===== src/rtl/ram_arbiter_pkg.sv =====
// ---------------------------------------------------------------------------
// ram_arbiter_pkg: shared widths, FSM/owner encodings for ram_arbiter. Rev 1.0
// ---------------------------------------------------------------------------
`default_nettype none

package ram_arbiter_pkg;

  localparam int DEF_ADDR_WIDTH = 8;

  localparam int DEF_DATA_WIDTH = 8;

  localparam int DEF_MAX_BURST = 4;

  typedef enum logic [1:0] {
    ARB_ST_IDLE     = 2'd0,
    ARB_ST_ISSUE    = 2'd1,
    ARB_ST_COMPLETE = 2'd2
  } arb_state_e;

  typedef enum logic {
    ARB_OWN_P0 = 1'b0,
    ARB_OWN_P1 = 1'b1
  } arb_owner_e;

  function automatic arb_owner_e other_port(input arb_owner_e p);
    return (p == ARB_OWN_P0) ? ARB_OWN_P1 : ARB_OWN_P0;
  endfunction

endpackage

`default_nettype wire


===== src/rtl/ram_arbiter_if.sv =====
// ---------------------------------------------------------------------------
// ram_arbiter_if: two master req/ack ports plus the RAM pins. Rev 1.0
// ---------------------------------------------------------------------------
`default_nettype none

interface ram_arbiter_if
  import ram_arbiter_pkg::*;
#(
  parameter int ADDR_WIDTH = DEF_ADDR_WIDTH,
  parameter int DATA_WIDTH = DEF_DATA_WIDTH
);

  logic                  req0;
  logic                  req1;
  logic                  we0;
  logic                  we1;
  logic                  lock0;
  logic                  lock1;
  logic [ADDR_WIDTH-1:0] addr0;
  logic [ADDR_WIDTH-1:0] addr1;
  logic [DATA_WIDTH-1:0] wdata0;
  logic [DATA_WIDTH-1:0] wdata1;
  logic                  ack0;
  logic                  ack1;
  logic [DATA_WIDTH-1:0] rdata0;
  logic [DATA_WIDTH-1:0] rdata1;
  logic [ADDR_WIDTH-1:0] ram_addr;
  logic                  ram_wr_en;
  logic [DATA_WIDTH-1:0] ram_data_wr;
  logic [DATA_WIDTH-1:0] ram_data_rd;

  // Arbiter side
  modport slave (
    input  req0, req1, we0, we1, lock0, lock1, addr0, addr1, wdata0, wdata1,
    output ack0, ack1, rdata0, rdata1,
    output ram_addr, ram_wr_en, ram_data_wr,
    input  ram_data_rd
  );

  // Masters plus RAM model side
  modport master (
    output req0, req1, we0, we1, lock0, lock1, addr0, addr1, wdata0, wdata1,
    input  ack0, ack1, rdata0, rdata1,
    input  ram_addr, ram_wr_en, ram_data_wr,
    output ram_data_rd
  );

endinterface

`default_nettype wire


===== src/rtl/ram_arbiter_arb_pick2.sv =====
// ---------------------------------------------------------------------------
// arb_pick2: combinational 2-way picker (lock, round-robin or fixed). Rev 1.0
// Optional: RAM_ARB_FIXED_PRIO_EN gives port 0 every tie.
// ---------------------------------------------------------------------------
`default_nettype none

module arb_pick2
  import ram_arbiter_pkg::*;
(
  input  logic       req0,
  input  logic       req1,
  input  arb_owner_e last_grant,
  input  logic       locked,
  input  arb_owner_e owner,
  output logic       grant_valid,
  output arb_owner_e grant_idx
);

  logic owner_req;

  assign owner_req = (owner == ARB_OWN_P1) ? req1 : req0;

`ifdef RAM_ARB_FIXED_PRIO_EN
  logic unused_last_grant;
  assign unused_last_grant = (last_grant == ARB_OWN_P1);
`endif

  always_comb begin
    grant_valid = req0 | req1;
    grant_idx   = ARB_OWN_P0;
    if (locked && owner_req) begin
      grant_idx = owner;
    end else if (req0 && req1) begin
`ifdef RAM_ARB_FIXED_PRIO_EN
      grant_idx = ARB_OWN_P0;
`else
      grant_idx = other_port(last_grant);
`endif
    end else if (req1) begin
      grant_idx = ARB_OWN_P1;
    end
  end

endmodule

`default_nettype wire


===== src/rtl/ram_arbiter.sv =====
// ---------------------------------------------------------------------------
// ram_arbiter: shares one single-port RAM between two req/ack masters. Rev 1.0
// Optional: RAM_ARB_FIXED_PRIO_EN selects fixed port-0 priority on ties.
// ---------------------------------------------------------------------------
`default_nettype none

module ram_arbiter
  import ram_arbiter_pkg::*;
#(
  parameter int ADDR_WIDTH = DEF_ADDR_WIDTH,
  parameter int DATA_WIDTH = DEF_DATA_WIDTH,
  parameter int MAX_BURST  = DEF_MAX_BURST
) (
  input logic          clk,
  input logic          arst,
  ram_arbiter_if.slave bus
);

  localparam int              CNT_W      = (MAX_BURST > 1) ? $clog2(MAX_BURST) : 1;
  localparam logic [CNT_W-1:0] BURST_LAST = CNT_W'(MAX_BURST - 1);

  arb_state_e            state;
  arb_state_e            next_state;
  arb_owner_e            owner;
  arb_owner_e            last_grant;
  arb_owner_e            grant_idx;
  logic                  grant_valid;
  logic                  locked;
  logic [CNT_W-1:0]      burst_cnt;
  logic                  we_lat;
  logic [ADDR_WIDTH-1:0] addr_q;
  logic [DATA_WIDTH-1:0] wdata_q;
  logic [DATA_WIDTH-1:0] rdata0_q;
  logic [DATA_WIDTH-1:0] rdata1_q;
  logic                  owner_req;
  logic                  owner_lock;
  logic                  ack0;
  logic                  ack1;
  logic                  wr_en;

  arb_pick2 u_pick (
    .req0        (bus.req0),
    .req1        (bus.req1),
    .last_grant  (last_grant),
    .locked      (locked),
    .owner       (owner),
    .grant_valid (grant_valid),
    .grant_idx   (grant_idx)
  );

  assign owner_req  = (owner == ARB_OWN_P1) ? bus.req1  : bus.req0;
  assign owner_lock = (owner == ARB_OWN_P1) ? bus.lock1 : bus.lock0;

  always_ff @(posedge clk) begin
    if (arst) begin
      state <= ARB_ST_IDLE;
    end else begin
      state <= next_state;
    end
  end

  always_comb begin
    next_state = state;
    ack0       = 1'b0;
    ack1       = 1'b0;
    wr_en      = 1'b0;
    unique case (state)
      ARB_ST_IDLE: begin
        if (grant_valid) begin
          next_state = ARB_ST_ISSUE;
        end
      end
      ARB_ST_ISSUE: begin
        wr_en      = we_lat;
        next_state = ARB_ST_COMPLETE;
      end
      ARB_ST_COMPLETE: begin
        ack0       = (owner == ARB_OWN_P0);
        ack1       = (owner == ARB_OWN_P1);
        next_state = ARB_ST_IDLE;
      end
      default: begin
        next_state = ARB_ST_IDLE;
      end
    endcase
  end

  // Owner is only meaningful while busy or locked; "none" is locked=0 in IDLE.
  always_ff @(posedge clk) begin
    if (arst) begin
      owner      <= ARB_OWN_P0;
      last_grant <= ARB_OWN_P1;
      locked     <= 1'b0;
      burst_cnt  <= '0;
      we_lat     <= 1'b0;
      addr_q     <= '0;
      wdata_q    <= '0;
      rdata0_q   <= '0;
      rdata1_q   <= '0;
    end else begin
      unique case (state)
        ARB_ST_IDLE: begin
          if (locked && !owner_req) begin
            locked    <= 1'b0;
            burst_cnt <= '0;
          end
          if (grant_valid) begin
            owner   <= grant_idx;
            we_lat  <= (grant_idx == ARB_OWN_P1) ? bus.we1    : bus.we0;
            addr_q  <= (grant_idx == ARB_OWN_P1) ? bus.addr1  : bus.addr0;
            wdata_q <= (grant_idx == ARB_OWN_P1) ? bus.wdata1 : bus.wdata0;
          end
        end
        ARB_ST_COMPLETE: begin
          last_grant <= owner;
          if (!we_lat) begin
            if (owner == ARB_OWN_P1) begin
              rdata1_q <= bus.ram_data_rd;
            end else begin
              rdata0_q <= bus.ram_data_rd;
            end
          end
          if (owner_lock && (burst_cnt < BURST_LAST)) begin
            locked    <= 1'b1;
            burst_cnt <= burst_cnt + CNT_W'(1);
          end else begin
            locked    <= 1'b0;
            burst_cnt <= '0;
          end
        end
        default: begin
        end
      endcase
    end
  end

  // Read data is forwarded in the ack cycle, then held by the per-port register.
  assign bus.rdata0      = (ack0 && !we_lat) ? bus.ram_data_rd : rdata0_q;
  assign bus.rdata1      = (ack1 && !we_lat) ? bus.ram_data_rd : rdata1_q;
  assign bus.ack0        = ack0;
  assign bus.ack1        = ack1;
  assign bus.ram_wr_en   = wr_en;
  assign bus.ram_addr    = addr_q;
  assign bus.ram_data_wr = wdata_q;

endmodule

`default_nettype wire

===== src/flat_wrapper.sv =====
// flat-port wrapper written by rule: the top's interface ports become plain ports
module ram_arbiter_flat import ram_arbiter_pkg::*;
#(
  parameter int ADDR_WIDTH = DEF_ADDR_WIDTH,
  parameter int DATA_WIDTH = DEF_DATA_WIDTH,
  parameter int MAX_BURST  = DEF_MAX_BURST
)
  (clk, arst, bus_req0, bus_req1, bus_we0, bus_we1, bus_lock0, bus_lock1, bus_addr0, bus_addr1, bus_wdata0, bus_wdata1, bus_ack0, bus_ack1, bus_rdata0, bus_rdata1, bus_ram_addr, bus_ram_wr_en, bus_ram_data_wr, bus_ram_data_rd);
  ram_arbiter_if #(.ADDR_WIDTH(ADDR_WIDTH), .DATA_WIDTH(DATA_WIDTH)) bus_i ();
  input logic clk;
  input logic arst;
  input wire logic [$bits(bus_i.req0)-1:0] bus_req0;
  input wire logic [$bits(bus_i.req1)-1:0] bus_req1;
  input wire logic [$bits(bus_i.we0)-1:0] bus_we0;
  input wire logic [$bits(bus_i.we1)-1:0] bus_we1;
  input wire logic [$bits(bus_i.lock0)-1:0] bus_lock0;
  input wire logic [$bits(bus_i.lock1)-1:0] bus_lock1;
  input wire logic [$bits(bus_i.addr0)-1:0] bus_addr0;
  input wire logic [$bits(bus_i.addr1)-1:0] bus_addr1;
  input wire logic [$bits(bus_i.wdata0)-1:0] bus_wdata0;
  input wire logic [$bits(bus_i.wdata1)-1:0] bus_wdata1;
  output wire logic [$bits(bus_i.ack0)-1:0] bus_ack0;
  output wire logic [$bits(bus_i.ack1)-1:0] bus_ack1;
  output wire logic [$bits(bus_i.rdata0)-1:0] bus_rdata0;
  output wire logic [$bits(bus_i.rdata1)-1:0] bus_rdata1;
  output wire logic [$bits(bus_i.ram_addr)-1:0] bus_ram_addr;
  output wire logic [$bits(bus_i.ram_wr_en)-1:0] bus_ram_wr_en;
  output wire logic [$bits(bus_i.ram_data_wr)-1:0] bus_ram_data_wr;
  input wire logic [$bits(bus_i.ram_data_rd)-1:0] bus_ram_data_rd;
  assign bus_i.req0 = bus_req0;
  assign bus_i.req1 = bus_req1;
  assign bus_i.we0 = bus_we0;
  assign bus_i.we1 = bus_we1;
  assign bus_i.lock0 = bus_lock0;
  assign bus_i.lock1 = bus_lock1;
  assign bus_i.addr0 = bus_addr0;
  assign bus_i.addr1 = bus_addr1;
  assign bus_i.wdata0 = bus_wdata0;
  assign bus_i.wdata1 = bus_wdata1;
  assign bus_ack0 = bus_i.ack0;
  assign bus_ack1 = bus_i.ack1;
  assign bus_rdata0 = bus_i.rdata0;
  assign bus_rdata1 = bus_i.rdata1;
  assign bus_ram_addr = bus_i.ram_addr;
  assign bus_ram_wr_en = bus_i.ram_wr_en;
  assign bus_ram_data_wr = bus_i.ram_data_wr;
  assign bus_i.ram_data_rd = bus_ram_data_rd;
  ram_arbiter #(.ADDR_WIDTH(ADDR_WIDTH), .DATA_WIDTH(DATA_WIDTH), .MAX_BURST(MAX_BURST)) u_core (.clk(clk), .arst(arst), .bus(bus_i));
endmodule

===== config.mk =====
export PLATFORM = sky130hd
export DESIGN_NAME = ram_arbiter_flat
export DESIGN_NICKNAME = d
export VERILOG_FILES = /design/src/rtl/ram_arbiter_pkg.sv /design/src/rtl/ram_arbiter_if.sv /design/src/rtl/ram_arbiter_arb_pick2.sv /design/src/rtl/ram_arbiter.sv /design/src/flat_wrapper.sv
export SDC_FILE = /design/constraint.sdc
export NUM_CORES = 1
export LEC_CHECK = 0
export ABC_AREA = 1
export BUFFER_PORTS_ARGS = -buffer_cell sky130_fd_sc_hd__buf_2
export CAP_MARGIN = 30
export CORE_AREA = 3 3 68 70
export DETAILED_ROUTE_END_ITERATION = 8
export DIE_AREA = 0 0 71 73
export PLACE_DENSITY = 0.81
export SLEW_MARGIN = 40
export SYNTH_ARGS = -nofsm -noshare
export SYNTH_HDL_FRONTEND = slang
export SYNTH_SLANG_ARGS = --single-unit

===== constraint.sdc =====
create_clock -name clk -period 2.7 [get_ports clk]
set_input_delay 0.135 -clock clk [delete_from_list [all_inputs] [get_ports clk]]
set_output_delay 0.135 -clock clk [all_outputs]
set_load 0.005 [all_outputs]

==> impl_metrics.env, run 1 <==
export IMPL_io_buffer_count=82
export IMPL_leakagePower_uw=0.00154
export IMPL_final_cell_mix="buf_2 (82), nand3_1 (57), inv_1 (56)"
export IMPL_syn_nets=347
export IMPL_insertion_delay_ns=0.29
export IMPL_post_route_period_util_pct=67.6
export IMPL_rows=23
export IMPL_place_area_mm2=0.00241
export IMPL_grt_pass1_vias=1931
export IMPL_ant_nets=0
export IMPL_drive_above_1_share_pct=29.6
export IMPL_path_common_cell="inv_1"
export IMPL_dp_slack_ns=0.972
export IMPL_period_minus_slack_ns=1.83
export IMPL_fin_skew_ns=0.00279
export IMPL_fill_cells=392
export IMPL_cts_tree="built"
export IMPL_seq_area_frac_synth_pct=39.6
export IMPL_post_cts_buffers=0
export IMPL_grt_busiest_layer="met2"
export IMPL_hp_class="in2reg"
export IMPL_synth_largest_area_cell="dfxtp_1"
export IMPL_drt_pre_antenna_iters=4
export IMPL_die_y_um=73
export IMPL_crit_type="reg2out"
export IMPL_place_congestion=0.771
export IMPL_setup_viol=0
export IMPL_rsz0062_at_grt="no"
export IMPL_cp_start_kind="flop"
export IMPL_clk_path_buf_depth=2
export IMPL_multiInputGateArea_um2=921
export IMPL_peakVddDrop_v=0.000304
export IMPL_vias_per_cell=4.86
export IMPL_avgSynthCellArea_um2=6.79
export IMPL_use_met1_pct=21.2
export IMPL_synth_area_mm2=0.00202
export IMPL_cap_viol_max_count=0
export IMPL_slowest_delay_ns=0.31
export IMPL_synth_top_area_share_pct=39.6
export IMPL_maxSlewViolCount=0
export IMPL_hold_buffers=0
export IMPL_setup_slack_ns=0.874
export IMPL_yosys_warnings=0
export IMPL_grt_first_pass_wirelength_um=7930
export IMPL_num_io_pins=83
export IMPL_crit_slowest_cell="dfxtp_1"
export IMPL_synth_area_leaders="dfxtp_1 (40%), nand3_1 (14%), inv_1 (10%)"
export IMPL_seqCellArea_um2=801
export IMPL_drc_errors=0
export IMPL_ys_types=26
export IMPL_worst_pin_slew_ns=0.736
export IMPL_use_met3_pct=5.10
export IMPL_start_util_pct=50.2
export IMPL_drtIter0Drc=145
export IMPL_status="finished, final reports clean"
export IMPL_vias=2065
export IMPL_cp_end_kind="primary output"
export IMPL_cts_sinks=40
export IMPL_hold_violations=0
export IMPL_cts_root_buffer="clkbuf_8"
export IMPL_htree_levels=2
export IMPL_met2_usage_pct=34.8
export IMPL_cts_buffers=5
export IMPL_wire_per_inst_um=10.9
export IMPL_totalPowerFinal_uw=1440
export IMPL_die_w_um=71
export IMPL_dieArea_mm2=0.00518
export IMPL_cellPowerDensity_mw_per_mm2=571
export IMPL_grt_ovfl_total=0
export IMPL_crit_chain="inv_1 -> nand2_4 -> nor2_2 -> nand2_2 -> o21ai_2 -> inv_1 -> buf_2"
export IMPL_crit_required_ns=2.57
export IMPL_area_growth_pct=24.7
export IMPL_cp_arrival_ns=1.69
export IMPL_layout_commonest_cell="buf_2"
export IMPL_gr_usage_all_layers_pct=18.9
export IMPL_n_antenna_cell=0
export IMPL_coreArea_mm2=0.00403
export IMPL_wl_um=4650
export IMPL_nNetsFinal=423
export IMPL_grt_max_degree=41
export IMPL_synth_seq_cells=40
export IMPL_tns_ns=0
export IMPL_antenna_found_initial=0
export IMPL_worst_path_max_fanout=16
export IMPL_cts_resized_gates=0
export IMPL_postSynthCellCount=298
export IMPL_hpwl_um=3420
export IMPL_slew_headroom_pct=50.8
export IMPL_stdcell_area_mm2=0.00252
export IMPL_clkTransAtPathRegs_ns=0.08
export IMPL_fmax_ghz=0.548
-- final cells by class --
type,instances,share of cell area (%)
clock buffer,5,2.73
clock inverter,3,1.88
inverter,57,8.47
multi-input combinational,188,36.5
sequential,40,31.7
tap,50,2.48
timing repair buffer,82,16.3
-- flip-flops by register name (all words and copies together) (netlist names), 2 cells and up, named ones only --
name	cells
u_core.state	2
u_core.rdata0_q	8
u_core.bus.ram_data_wr	8
u_core.burst_cnt	2
u_core.rdata1_q	8
u_core.bus.ram_addr	8
-- cells in the mapped netlist --
cell / number
buf_4: 2
buf_6: 4
nand3_2: 1
nand4_1: 2
nor2_1: 51
ha_1: 1
nand2_4: 2
o21ai_0: 1
inv_2: 1
nor2_2: 1
clkbuf_1: 5
nand2_1: 38
nor2_4: 2
dfxtp_1: 40
nand4_2: 1
a21oi_2: 1
o21ai_2: 8
or2_1: 1
nand2_2: 4
nand3_1: 57
inv_1: 56
buf_2: 2
a21oi_1: 6
o21ai_1: 8
nor3_1: 2
a211oi_1: 1
-- logic make-up after synthesis --
logic type	synth area share, %
flops	39.6
simple gates	36.9
fa+ha+maj	0.618
compound gates	7.97
buf+inv	15.0
-- worst max-delay path, delay by kind of cell (launching register included) --
family | cells | cell delay, ns
flip-flops | 1 | 0.31
AO/OA/AOI/OAI | 1 | 0.22
AND/OR/NAND/NOR | 3 | 0.50
buffers and inverters | 3 | 0.37
-- routing by layer --
layer	vias to the layer above	wire, um
li1	1075	-
met1	927	1940
met2	59	2340
met3	4	310
met4	0	55
met5	-	0
-- where the power goes --
part / switching (uW) / internal (uW)
registers: 24.7 / 634
logic: 169 / 121
clock network: 213 / 278
-- stage by stage --
stage	utilization (%)	hold WS, ns	cells
2_1_floorplan	-	0.279	298
3_3_place_gp	59.8	0.400	417
3_5_place_dp	59.8	0.410	417
4_1_cts	62.7	0.0993	425
5_1_grt	62.7	0.111	425
6_report	62.7	0.110	425
-- path summary, 6_finish.rpt --
path | start | to | slack, ns | cells after the start
worst max register to register | u_core.state[1]$_SDFFE_PP0P_ | flop | 0.95 | 4
worst min-delay path | bus_ram_data_rd[0] | u_core.rdata0_q[0]$_SDFFE_PP0P_ | 0.11 | 3
worst min register to register | u_core.burst_cnt[1]$_SDFFE_PP0P_ | u_core.burst_cnt[1]$_SDFFE_PP0P_ | 0.49 | 2
worst max-delay path | u_core.state[0]$_SDFFE_PP0P_ | bus_rdata0[7] | 0.87 | 7
Power figures use the tool's default switching activity.
==> run 2, diff against run 1 <==
--- a/config.mk
+++ b/config.mk
@@ -5,13 +5,13 @@
 export SDC_FILE = /design/constraint.sdc
 export NUM_CORES = 1
 export LEC_CHECK = 0
-export ABC_AREA = 1
+export ABC_AREA = 0
 export BUFFER_PORTS_ARGS = -buffer_cell sky130_fd_sc_hd__buf_2
 export CAP_MARGIN = 30
-export CORE_AREA = 3 3 68 70
+export CORE_AREA = 3 3 70 72
 export DETAILED_ROUTE_END_ITERATION = 8
-export DIE_AREA = 0 0 71 73
-export PLACE_DENSITY = 0.81
+export DIE_AREA = 0 0 73 75
+export PLACE_DENSITY = 0.77
 export SLEW_MARGIN = 40
 export SYNTH_ARGS = -nofsm -noshare
 export SYNTH_HDL_FRONTEND = slang
==> constraint.sdc (replaced) <==
create_clock -name clk -period 1.7 [get_ports clk]
set_input_delay 0.085 -clock clk [delete_from_list [all_inputs] [get_ports clk]]
set_output_delay 0.085 -clock clk [all_outputs]
set_load 0.005 [all_outputs]
==> run 2 against run 1 <==
  * Non-clock buffer count is 15 higher
  * Synthesized cell count is 32% lower
  * Via count is 7.8% lower
  * Cell count is 21% lower
  * Global-route usage is 0.55 points higher
  * Register-to-register slack worse by 0.88 ns
  * Highest routed layer unchanged
==> impl_metrics.env, run 2 <==
export IMPL_status="finished, final reports clean"
export IMPL_n_antenna_cell=0
export IMPL_area_growth_pct=35.7
export IMPL_antenna_found_initial=0
export IMPL_ys_types=33
export IMPL_dp_slack_ns=0.0912
export IMPL_cp_start_kind="flop"
export IMPL_cts_root_buffer="clkbuf_8"
export IMPL_peakVddDrop_v=0.000670
export IMPL_postSynthCellCount=203
export IMPL_wire_per_inst_um=16.4
export IMPL_leakagePower_uw=0.00116
export IMPL_maxSlewViolCount=0
export IMPL_cts_tree="built"
export IMPL_cts_sinks=40
export IMPL_drc_errors=0
export IMPL_wl_um=5500
export IMPL_clk_path_buf_depth=2
export IMPL_drive_above_1_share_pct=48.8
export IMPL_period_minus_slack_ns=1.70
export IMPL_synth_area_mm2=0.00206
export IMPL_wl_met1_um=2330
export IMPL_dr_wl_met3_um=506
export IMPL_synth_main_ff_cell="dfxtp_1"
export IMPL_async_flop_share_pct=0
export IMPL_rows=24
export IMPL_yosys_area_share_adder_pct=0.608
export IMPL_grt_first_pass_wirelength_um=8370
export IMPL_wl_met2_um=2580
export IMPL_insertion_delay_ns=0.28
export IMPL_start_util_pct=47.3
export IMPL_holdWs_ns=0.175
export IMPL_vias=1904
export IMPL_synth_compound_area_share_pct=23.7
export IMPL_setup_viol=0
export IMPL_rsz0062_at_grt="yes"
export IMPL_htree_levels=2
export IMPL_syn_nets=252
export IMPL_drtIter0Drc=98
export IMPL_seq_area_frac_synth_pct=38.9
export IMPL_ant_nets=0
export IMPL_synthMuxAreaShare_pct=9.84
export IMPL_slew_headroom_pct=60.0
export IMPL_hp_class="in2reg"
export IMPL_synth_edf_count=0
export IMPL_vias_per_cell=5.68
export IMPL_nNetsFinal=332
export IMPL_coreArea_mm2=0.00435
export IMPL_die_y_um=75
export IMPL_top_layer="met4"
export IMPL_synth_xor_area_share_pct=0
export IMPL_synth_simple_area_share_pct=19.1
export IMPL_cts_buffers=5
export IMPL_grt_pass1_vias=1856
export IMPL_crit_type="reg2out"
export IMPL_layout_cells_non_filler=335
export IMPL_avgSynthCellArea_um2=10.1
export IMPL_synth_most_common_cell="dfxtp_1"
export IMPL_grt_max_degree=32
export IMPL_crit_required_ns=1.62
export IMPL_drt_pre_antenna_iters=4
export IMPL_place_congestion=0.884
export IMPL_cellPowerDensity_mw_per_mm2=795
export IMPL_grt_ovfl_total=0
export IMPL_worst_path_max_fanout=8
export IMPL_setup_slack_ns=0.00238
export IMPL_cp_arrival_ns=1.61
export IMPL_clkTransAtPathRegs_ns=0.07
export IMPL_dp_cells=326
export IMPL_synth_seq_cells=40
export IMPL_io_buffer_count=82
export IMPL_synth_top_family_by_area="compound AO/OA/AOI/OAI gates"
export IMPL_synth_top_cells_by_count="dfxtp_1 (40), a21oi_1 (22), nor3b_1 (19)"
export IMPL_final_cell_mix="buf_2 (66), dfxtp_1 (36), a21oi_1 (22)"
export IMPL_hold_violations=0
export IMPL_layout_commonest_cell="buf_2"
export IMPL_fill_cells=359
export IMPL_synth_area_leaders="dfxtp_1 (39%), mux2_2 (9.8%), nor3b_1 (6.9%)"
export IMPL_dieArea_mm2=0.00548
export IMPL_hpwl_um=3600
export IMPL_num_io_pins=83
export IMPL_gr_usage_all_layers_pct=19.5
export IMPL_cap_viol_max_count=0
export IMPL_synth_top_area_share_pct=38.9
export IMPL_fin_skew_ns=0.00247
export IMPL_yosys_warnings=0
export IMPL_cp_end_kind="primary output"
export IMPL_worst_pin_slew_ns=0.601
export IMPL_fin_util_pct=64.2
export IMPL_post_route_period_util_pct=99.9
export IMPL_fmax_ghz=0.589
export IMPL_synth_largest_area_cell="dfxtp_1"
export IMPL_die_w_um=73
run 2: cell types whose count changed in the layout (fill, tap and decap cells not counted), moves of 18 or more:
cell	previous run	this run
inv_1	56	2
buf_6	0	18
nor3b_1	0	19
nor2_1	51	4
nand2_1	38	3
nand3_1	57	1
run 2: worst max-delay path, cell delays in order (launching register included):
cell,delay (ns)
dfxtp_4,0.37
nor4bb_4,0.31
buf_6,0.20
mux2_4,0.33
buf_6,0.12
run 2: final timing paths:
kind                                                     start                         endpoint  slack [ns]  depth (start not counted)
worst max-delay path              u_core.state[1]$_SDFFE_PP0P_                    bus_rdata1[0]       0.002                          4
worst min-delay path                        bus_ram_data_rd[5]  u_core.rdata0_q[5]$_SDFFE_PP0P_        0.18                          3
worst max register to register    u_core.state[0]$_SDFFE_PP0P_       u_core.we_lat$_SDFFE_PP0P_        0.07                          5
worst min register to register  u_core.last_grant$_SDFFE_PP1N_   u_core.last_grant$_SDFFE_PP1N_        0.49                          1
run 2: report_power, final:
part	leakage, uW	internal, uW	switching [uW]	total, uW
Clock	0.0000503	361	312	674
Sequential	0.000330	1000	42.8	1040
Combinational	0.000775	258	246	503
Total	0.00116	1620	601	2220
run 2: cells by family (layout without fill, tap and decap cells):
family | Yosys count | in the layout
muxes | 18 | 18
DFF | 40 | 40
buffers and inverters | 26 | 106
and+or+nand+nor | 57 | 57
AOI/OAI and AO/OA | 61 | 61
adders and majority gates | 1 | 1
run 2: metrics by stage:
| step | total power [uW] | cell area [um2] | setup TNS (ns) |
|---|---|---|---|
| floorplan | 1350 | 2060 | 0 |
| global placement | 1510 | 2480 | 0 |
| detailed placement | 1520 | 2480 | 0 |
| CTS | 2200 | 2610 | -0.0345 |
| global route | 2340 | 2790 | -0.597 |
| finish | 2220 | 2790 | 0 |
run 2: area by class of cell:
class                   count  area, um2  area share, %
well taps                  52       65.1           2.33
repair buffers             97        631           22.6
inverters                   2       7.51          0.269
multi-input cells         137       1180           42.3
flip-flops and latches     40        813           29.1
clock buffers               7       96.3           3.45
run 2: layer usage:
metal	vias to the layer above	global-route usage, %
met5	-	0
met4	0	7.79
met3	12	5.74
met2	87	32.7
met1	870	23.5
li1	935	-
run 2: timing repair:
item / in CTS / in global routing
endpoints found under the hold margin: 0 / 0
pin swaps: 1 / 2
hold buffers: 0 / 0
endpoints found under the setup margin: 16 / 17
setup buffers: 1 / 1
gates resized for setup: 9 / 35
